`src/rtl/sw_debounce_pkg.sv`:
```
// Shared constants for the switch-to-ALU operand path: field map, widths and
// the debounce counter sizing helper.
package sw_debounce_pkg;

    localparam int SW_A_LSB   = 0;
    localparam int SW_B_LSB   = 4;
    localparam int SW_SEL_LSB = 8;
    localparam int ALU_NBIT   = 4;
    localparam int SEL_W      = 3;
    localparam int SW_OP_BITS = 11;

    typedef logic [ALU_NBIT-1:0] alu_operand_t;
    typedef logic [SEL_W-1:0]    alu_sel_t;

    // Counter width for a debounce window; never narrower than one bit.
    function automatic int cnt_width(input int deb_cycles);
        int w;
        w = $clog2(deb_cycles);
        return (w < 1) ? 1 : w;
    endfunction

endpackage

```
`src/rtl/debounce_bit.sv`:
```
// Single-bit conditioner: two-flop synchronizer, stability counter, stable
// flop and registered rise/fall pulses.
module debounce_bit
    import sw_debounce_pkg::*;
#(
    parameter int DEB_CYCLES = 20000
) (
    input  logic clk,
    input  logic rst,
    input  logic raw,
    output logic stable,
    output logic rise,
    output logic fall,
    output logic flip
);

    localparam int            CW      = cnt_width(DEB_CYCLES);
    localparam logic [CW-1:0] CNT_MAX = CW'(DEB_CYCLES - 1);

    logic          s1;
    logic          s2;
    logic [CW-1:0] cnt;

    // Combinational so the top can register op_valid on the same edge as stable.
    assign flip = (s2 != stable) && (cnt == CNT_MAX);

    // NOTE: every flop here is state, so all use non-blocking assignments and
    // all clear on reset; a count in progress is deliberately lost.
    always_ff @(posedge clk or posedge rst) begin
        if (rst) begin
            s1     <= 1'b0;
            s2     <= 1'b0;
            cnt    <= '0;
            stable <= 1'b0;
            rise   <= 1'b0;
            fall   <= 1'b0;
        end else begin
            s1   <= raw;
            s2   <= s1;
            rise <= flip && s2;
            fall <= flip && !s2;
            if (flip) begin
                stable <= s2;
                cnt    <= '0;
            end else if (s2 != stable) begin
                cnt <= cnt + CW'(1);
            end else begin
                cnt <= '0;
            end
        end
    end

endmodule

```
`src/rtl/sw_debounce.sv`:
```
// Board switch conditioner: per-bit debounce, then ALU operand field slicing
// and a change strobe covering the operand bits only.
module sw_debounce
    import sw_debounce_pkg::*;
#(
    parameter int NSW        = 11,
    parameter int DEB_CYCLES = 20000
) (
    input  logic               clk,
    input  logic               rst,
    input  logic [NSW-1:0]     sw_raw,
    output logic [NSW-1:0]     sw_stable,
    output logic [NSW-1:0]     sw_rise,
    output logic [NSW-1:0]     sw_fall,
    output alu_operand_t       op_a,
    output alu_operand_t       op_b,
    output alu_sel_t           op_sel,
    output logic               op_valid
);

    localparam logic [NSW-1:0] OP_MASK = NSW'({SW_OP_BITS{1'b1}});

    logic [NSW-1:0] flip;

    if (NSW < SW_OP_BITS) begin : g_bad_nsw
        $error("sw_debounce: NSW must be at least SW_OP_BITS");
    end

    for (genvar i = 0; i < NSW; i++) begin : g_bit
        debounce_bit #(
            .DEB_CYCLES(DEB_CYCLES)
        ) u_bit (
            .clk   (clk),
            .rst   (rst),
            .raw   (sw_raw[i]),
            .stable(sw_stable[i]),
            .rise  (sw_rise[i]),
            .fall  (sw_fall[i]),
            .flip  (flip[i])
        );
    end

    // Bits above the operand map are masked so they never raise op_valid.
    always_ff @(posedge clk or posedge rst) begin
        if (rst) begin
            op_valid <= 1'b0;
        end else begin
            op_valid <= |(flip & OP_MASK);
        end
    end

    assign op_a   = sw_stable[SW_A_LSB   +: ALU_NBIT];
    assign op_b   = sw_stable[SW_B_LSB   +: ALU_NBIT];
    assign op_sel = sw_stable[SW_SEL_LSB +: SEL_W];

endmodule

```
`config.mk`:
```
export PLATFORM = sky130hd
export DESIGN_NAME = sw_debounce
export DESIGN_NICKNAME = d
export VERILOG_FILES = /design/src/rtl/sw_debounce_pkg.sv /design/src/rtl/debounce_bit.sv /design/src/rtl/sw_debounce.sv
export SDC_FILE = /design/constraint.sdc
export NUM_CORES = 1
export LEC_CHECK = 0
export CORE_ASPECT_RATIO = 0.6
export CORE_MARGIN = 3
export CORE_UTILIZATION = 39
export CTS_BUF_LIST = sky130_fd_sc_hd__clkbuf_4 sky130_fd_sc_hd__clkbuf_8 sky130_fd_sc_hd__clkbuf_16
export DETAILED_ROUTE_END_ITERATION = 12
export PLACE_DENSITY = 0.57
export SLEW_MARGIN = 25
export SYNTH_ARGS = -nofsm -noshare
export SYNTH_HDL_FRONTEND = slang
export SYNTH_SLANG_ARGS = --single-unit
```
`constraint.sdc`:
```
create_clock -name clk -period 8.3 [get_ports clk]
set_input_delay 1.66 -clock clk [delete_from_list [all_inputs] [get_ports clk]]
set_output_delay 1.66 -clock clk [all_outputs]
set_load 0.01 [all_outputs]
```
* After elaboration in Yosys (flattened, before gate mapping) *
Index checks and enable logic that the tools add are counted.
W data, S select, Z words.

word-level totals
  flip-flop bits (word level) = 221
  input bits = 13
  output and inout bits = 45
  logic and storage cells = 167

operators by class
  $add $sub $neg = 11
  eq/ne operators = 22
  multiplexer cells = 22
  reduce and logical (&&, ||, !) cells = 45

operators by type and width
  operator                 number
  $mux W15                 22
  $add A15 B1 Y15 const B  11
  $eq A15 B15 Y1 const B   11
  $logic_and A1 B1 Y1      33
  $logic_not A1 Y1         11
  $ne A1 B1 Y1             11
  $reduce_or A11 Y1        1

* Longest topological paths before layout *
  depth in word-level cells = 3
  gate-level depth with buffers = 8
  gate-level depth less buffers = 6

* Hierarchy *
From an unflattened synthesis, not the netlist that was laid out.

second synthesis, totals
  cells, all modules = 985
  area, all modules = 10346.2 um2

modules (own cells, without submodules)
  module        instances  cells each  area each (um2)  seq. area each (um2)
  debounce_bit  11         88          928.4            500.5
  sw_debounce   1          17          133.9            25.0

* Worst setup path after synthesis *
Ideal clock, no wire load.

  kind = reg2out
  start point = register g_bit[8].u_bit.stable
  end point = output port op_sel[0]
  data arrival time = 533 ps
  data required time = 6640 ps
  path slack = 6107 ps
  stages on the path, launching flop included = 2
  path buffers = 1
  path through = dfrtp_1 buf_4

RTL lines
  element                 RTL line            text
  from (decl)             debounce_bit.sv:11  output logic stable,
  from (signal assigned)  debounce_bit.sv:34  stable <= 1'b0;
  from (signal assigned)  debounce_bit.sv:43  stable <= s2;
  to (decl)               sw_debounce.sv:17   output alu_sel_t op_sel,

No word-level cell between the ends.

* Worst setup path after layout *
  start point = register g_bit[6].u_bit.stable
  end point = output port sw_stable[6]

RTL lines
  element                 RTL line            text
  from (decl)             debounce_bit.sv:11
  from (signal assigned)  debounce_bit.sv:34
  from (signal assigned)  debounce_bit.sv:43
  to (decl)               sw_debounce.sv:12   output logic [NSW-1:0] sw_stable,

No word-level cell between the ends.

==> flow_summary.yaml <==
clocking:
  number_of_buffers_on_the_longest_clock_path: 3
  cts_sinks: 221
  postCtsResizedCells: 0
  clkTransAtPathRegs_ns: 0.06
  cts.htree.levels: 1
  clock_tree.root_cell: "sky130_fd_sc_hd__clkbuf_16"
  clock_latency_ns: 0.51
  postCtsSetupBuffers: 0
  postCtsHoldBufs: 0
  cts_inserted_buffers: 23
  cts_tree: "done"
sta:
  worstMarginPinSlew_ns: 0.745
  slew_violations: 0
  final.setup_skew_ns: 0.0115
  rsz0062_at_grt: "false"
  period_minus_slack_ns: 3.19
  max_freq_ghz: 0.314
  hold_viol: 0
  layout_worst_path_cycle_share_pct: 38.4
  relSlewSlack_pct: 49.9
  setup-tns-final_ns: 0
  setup_viol_count_final: 0
setup_path:
  crit_arrival_ns: 1.53
  worst_setup_path_end_kind: "output pin"
  cp_data_required_time_ns: 6.64
  critical-path-slowest-cell: "sky130_fd_sc_hd__clkdlybuf4s50_1"
  rr_worst_depth: 5
  timing_worst_setup_path_type: "reg -> out"
  worst-path-stages: 1
  crit_buf_inv: 1
  cp_top_family: "buffers and inverters"
  critical_path_peak_fanout: 4
  critical_path.startpoint_type: "flip-flop"
  crit_path_max_incr_delay_ns: 0.57
  crit_chain: "clkdlybuf4s50_1"
synthesis:
  synthDistinctLibCells: 32
  yosysSeqAreaShare_pct: 55.9
  syn_area_um2: 9900
  syn_area_per_cell_um2: 10.5
  yosys_register_bits: 221
  synth.yosys.warnings: 0
  mappedNetlistNets: 966
  postSynthCellCount: 942
floorplanning:
  total_core_area_um2: 24600
  die_h_um: 129
  io_pins: 58
  floorplan.die_area_um2: 27400
  floorplan.initialDensity_pct: 40.3
  floorplan.die.width_um: 212
  num_rows: 44
route:
  drcViolationCount: 0
  num_vias: 6130
  drt-vias-per-instance: 4.68
  drt_first_iter_violations: 386
  ant_nets: 0
  drt-total-wl_um: 17300
  number_of_iterations_in_the_first_detailed_routing_pass: 4
  wl_per_cell_um: 13.2
placement:
  detailedPlacementHpwl_um: 11500
  portbufs: 57
  globalplace.congestion: 0.744
cells_and_area:
  antenna_cells: 0
  mostFrequentLayoutCell: "sky130_fd_sc_hd__dfrtp_1"
  finish.utilization_pct: 46.1
  layout-drive-gt1-share_pct: 6.28
  mostFrequentLayoutCells: "sky130_fd_sc_hd__dfrtp_1, sky130_fd_sc_hd__nor2_1, sky130_fd_sc_hd__xor2_1"
  nNetsFinal: 996
  areaGrowthSynthToFinish_pct: 14.4
global_route:
  grtUsageTotal_pct: 13.4
  grt_remaining_overflow: 0
  first_global_vias: 5838
  antenna_found_initial: 0
  grt_start_max_net_pins: 142
  grt_pass1_wl_um: 30100
power:
  vdd_ir_drop_max_mv: 0.108
  power_density_nw_per_um2: 200
  power.static_leakage_nw: 4.95
  total_power_w: 0.00227
min_path:
  holdPathStages: 0
  min_path_type: "reg -> reg"
flow_run:
  cap_violations: 0
status:
  run_status: "finished, final reports clean"
## worst reg2reg max path, cell delays in order, from the launching register on
cell and delay (ns):
sky130_fd_sc_hd__dfrtp_1 0.39, sky130_fd_sc_hd__ha_1 0.22, sky130_fd_sc_hd__and4_1 0.29, sky130_fd_sc_hd__nand2_1 0.12, sky130_fd_sc_hd__nor4_1 0.67, sky130_fd_sc_hd__mux2_2 0.41
## logic make-up after synthesis
| logic type | share of synthesized area, % |
|---|---|
| and+or+nand+nor | 22.4 |
| AOI/OAI and AO/OA | 0.695 |
| muxes | 0.910 |
| buffers and inverters | 5.09 |
| DFF | 55.9 |
| xor gates and xnor gates | 13.6 |
| adders and majority gates | 1.39 |
## state kept, by name, summed over array words and instances, names as in the netlist
signal / cells
g_bit.u_bit.fall: 11
g_bit.u_bit.s1: 11
g_bit.u_bit.rise: 11
op_valid: 1
g_bit.u_bit.s2: 11
g_bit.u_bit.stable: 11
g_bit.u_bit.cnt: 165
## cell usage after synthesis (all sizes together)
library cell	instances	area, um^2
a21o	3	22.5
and2	10	62.6
and3	24	150
and4	5	43.8
buf	55	407
clkbuf	3	11.3
dfrtp	221	5530
ha	11	138
inv	23	86.3
mux2	8	90.1
nand2	60	225
nand2b	5	31.3
nand3	65	325
nand4	25	156
nor2	193	724
nor2b	8	50.1
nor3	25	136
nor4	26	193
nor4b	3	26.3
nor4bb	6	60.1
o31ai	4	30.0
o41ai	1	16.3
or2	3	18.8
or4b	1	13.8
xnor2	70	613
xor2	84	736
## routing by layer
metal	global-route usage (%)	part of all wire [%]	up-vias
met5	0	0	-
met2	17.2	36	87
met4	3.07	2.1	0
li1	-	-	3131
met3	2.88	3.9	30
met1	22.4	58	2882
## where the power goes
part,total (W),switching [W],internal (W),leakage (nW)
logic,0.0000699,0.0000475,0.0000224,1.53
registers,0.00111,0.0000171,0.00110,3.01
clock network,0.00108,0.000408,0.000675,0.406
## final timing paths
check / startpoint / endpoint / slack [ns]
worst max-delay path: g_bit[6].u_bit.stable / sw_stable[6] / 5.11
worst min-delay path: g_bit[0].u_bit.s1 / g_bit[0].u_bit.s2 / 0.34
worst max register to register: g_bit[7].u_bit.cnt[0] / g_bit[7].u_bit.stable / 6.09
worst min register to register: g_bit[0].u_bit.s1 / g_bit[0].u_bit.s2 / 0.34
max in group asynchronous: rst / g_bit[10].u_bit.cnt[4] / 5.44
min in group asynchronous: rst / g_bit[10].u_bit.cnt[5] / 1.69
## metrics by stage
step           instance area [um^2]  setup WS [ns]  instances  hold slack (ns)
2_1_floorplan                  9900          0.591        942            0.331
3_3_place_gp                  10500           4.24       1269            0.332
4_1_cts                       11300           4.79       1309            0.350
3_5_place_dp                  10500           4.24       1269            0.337
5_1_grt                       11300           5.07       1309            0.353
6_report                      11300           5.11       1309            0.344
## area by class of cell
| class | instances | area, um^2 |
|---|---|---|
| Clock buffer | 34 | 702 |
| Fill cell | 2283 | 13200 |
| Clock inverter | 6 | 105 |
| Inverter | 23 | 98.8 |
| Multi-Input combinational cell | 640 | 3860 |
| Timing Repair Buffer | 63 | 619 |
| Sequential cell | 221 | 5530 |
| Tap cell | 322 | 403 |
Power figures use the tool's default switching activity.
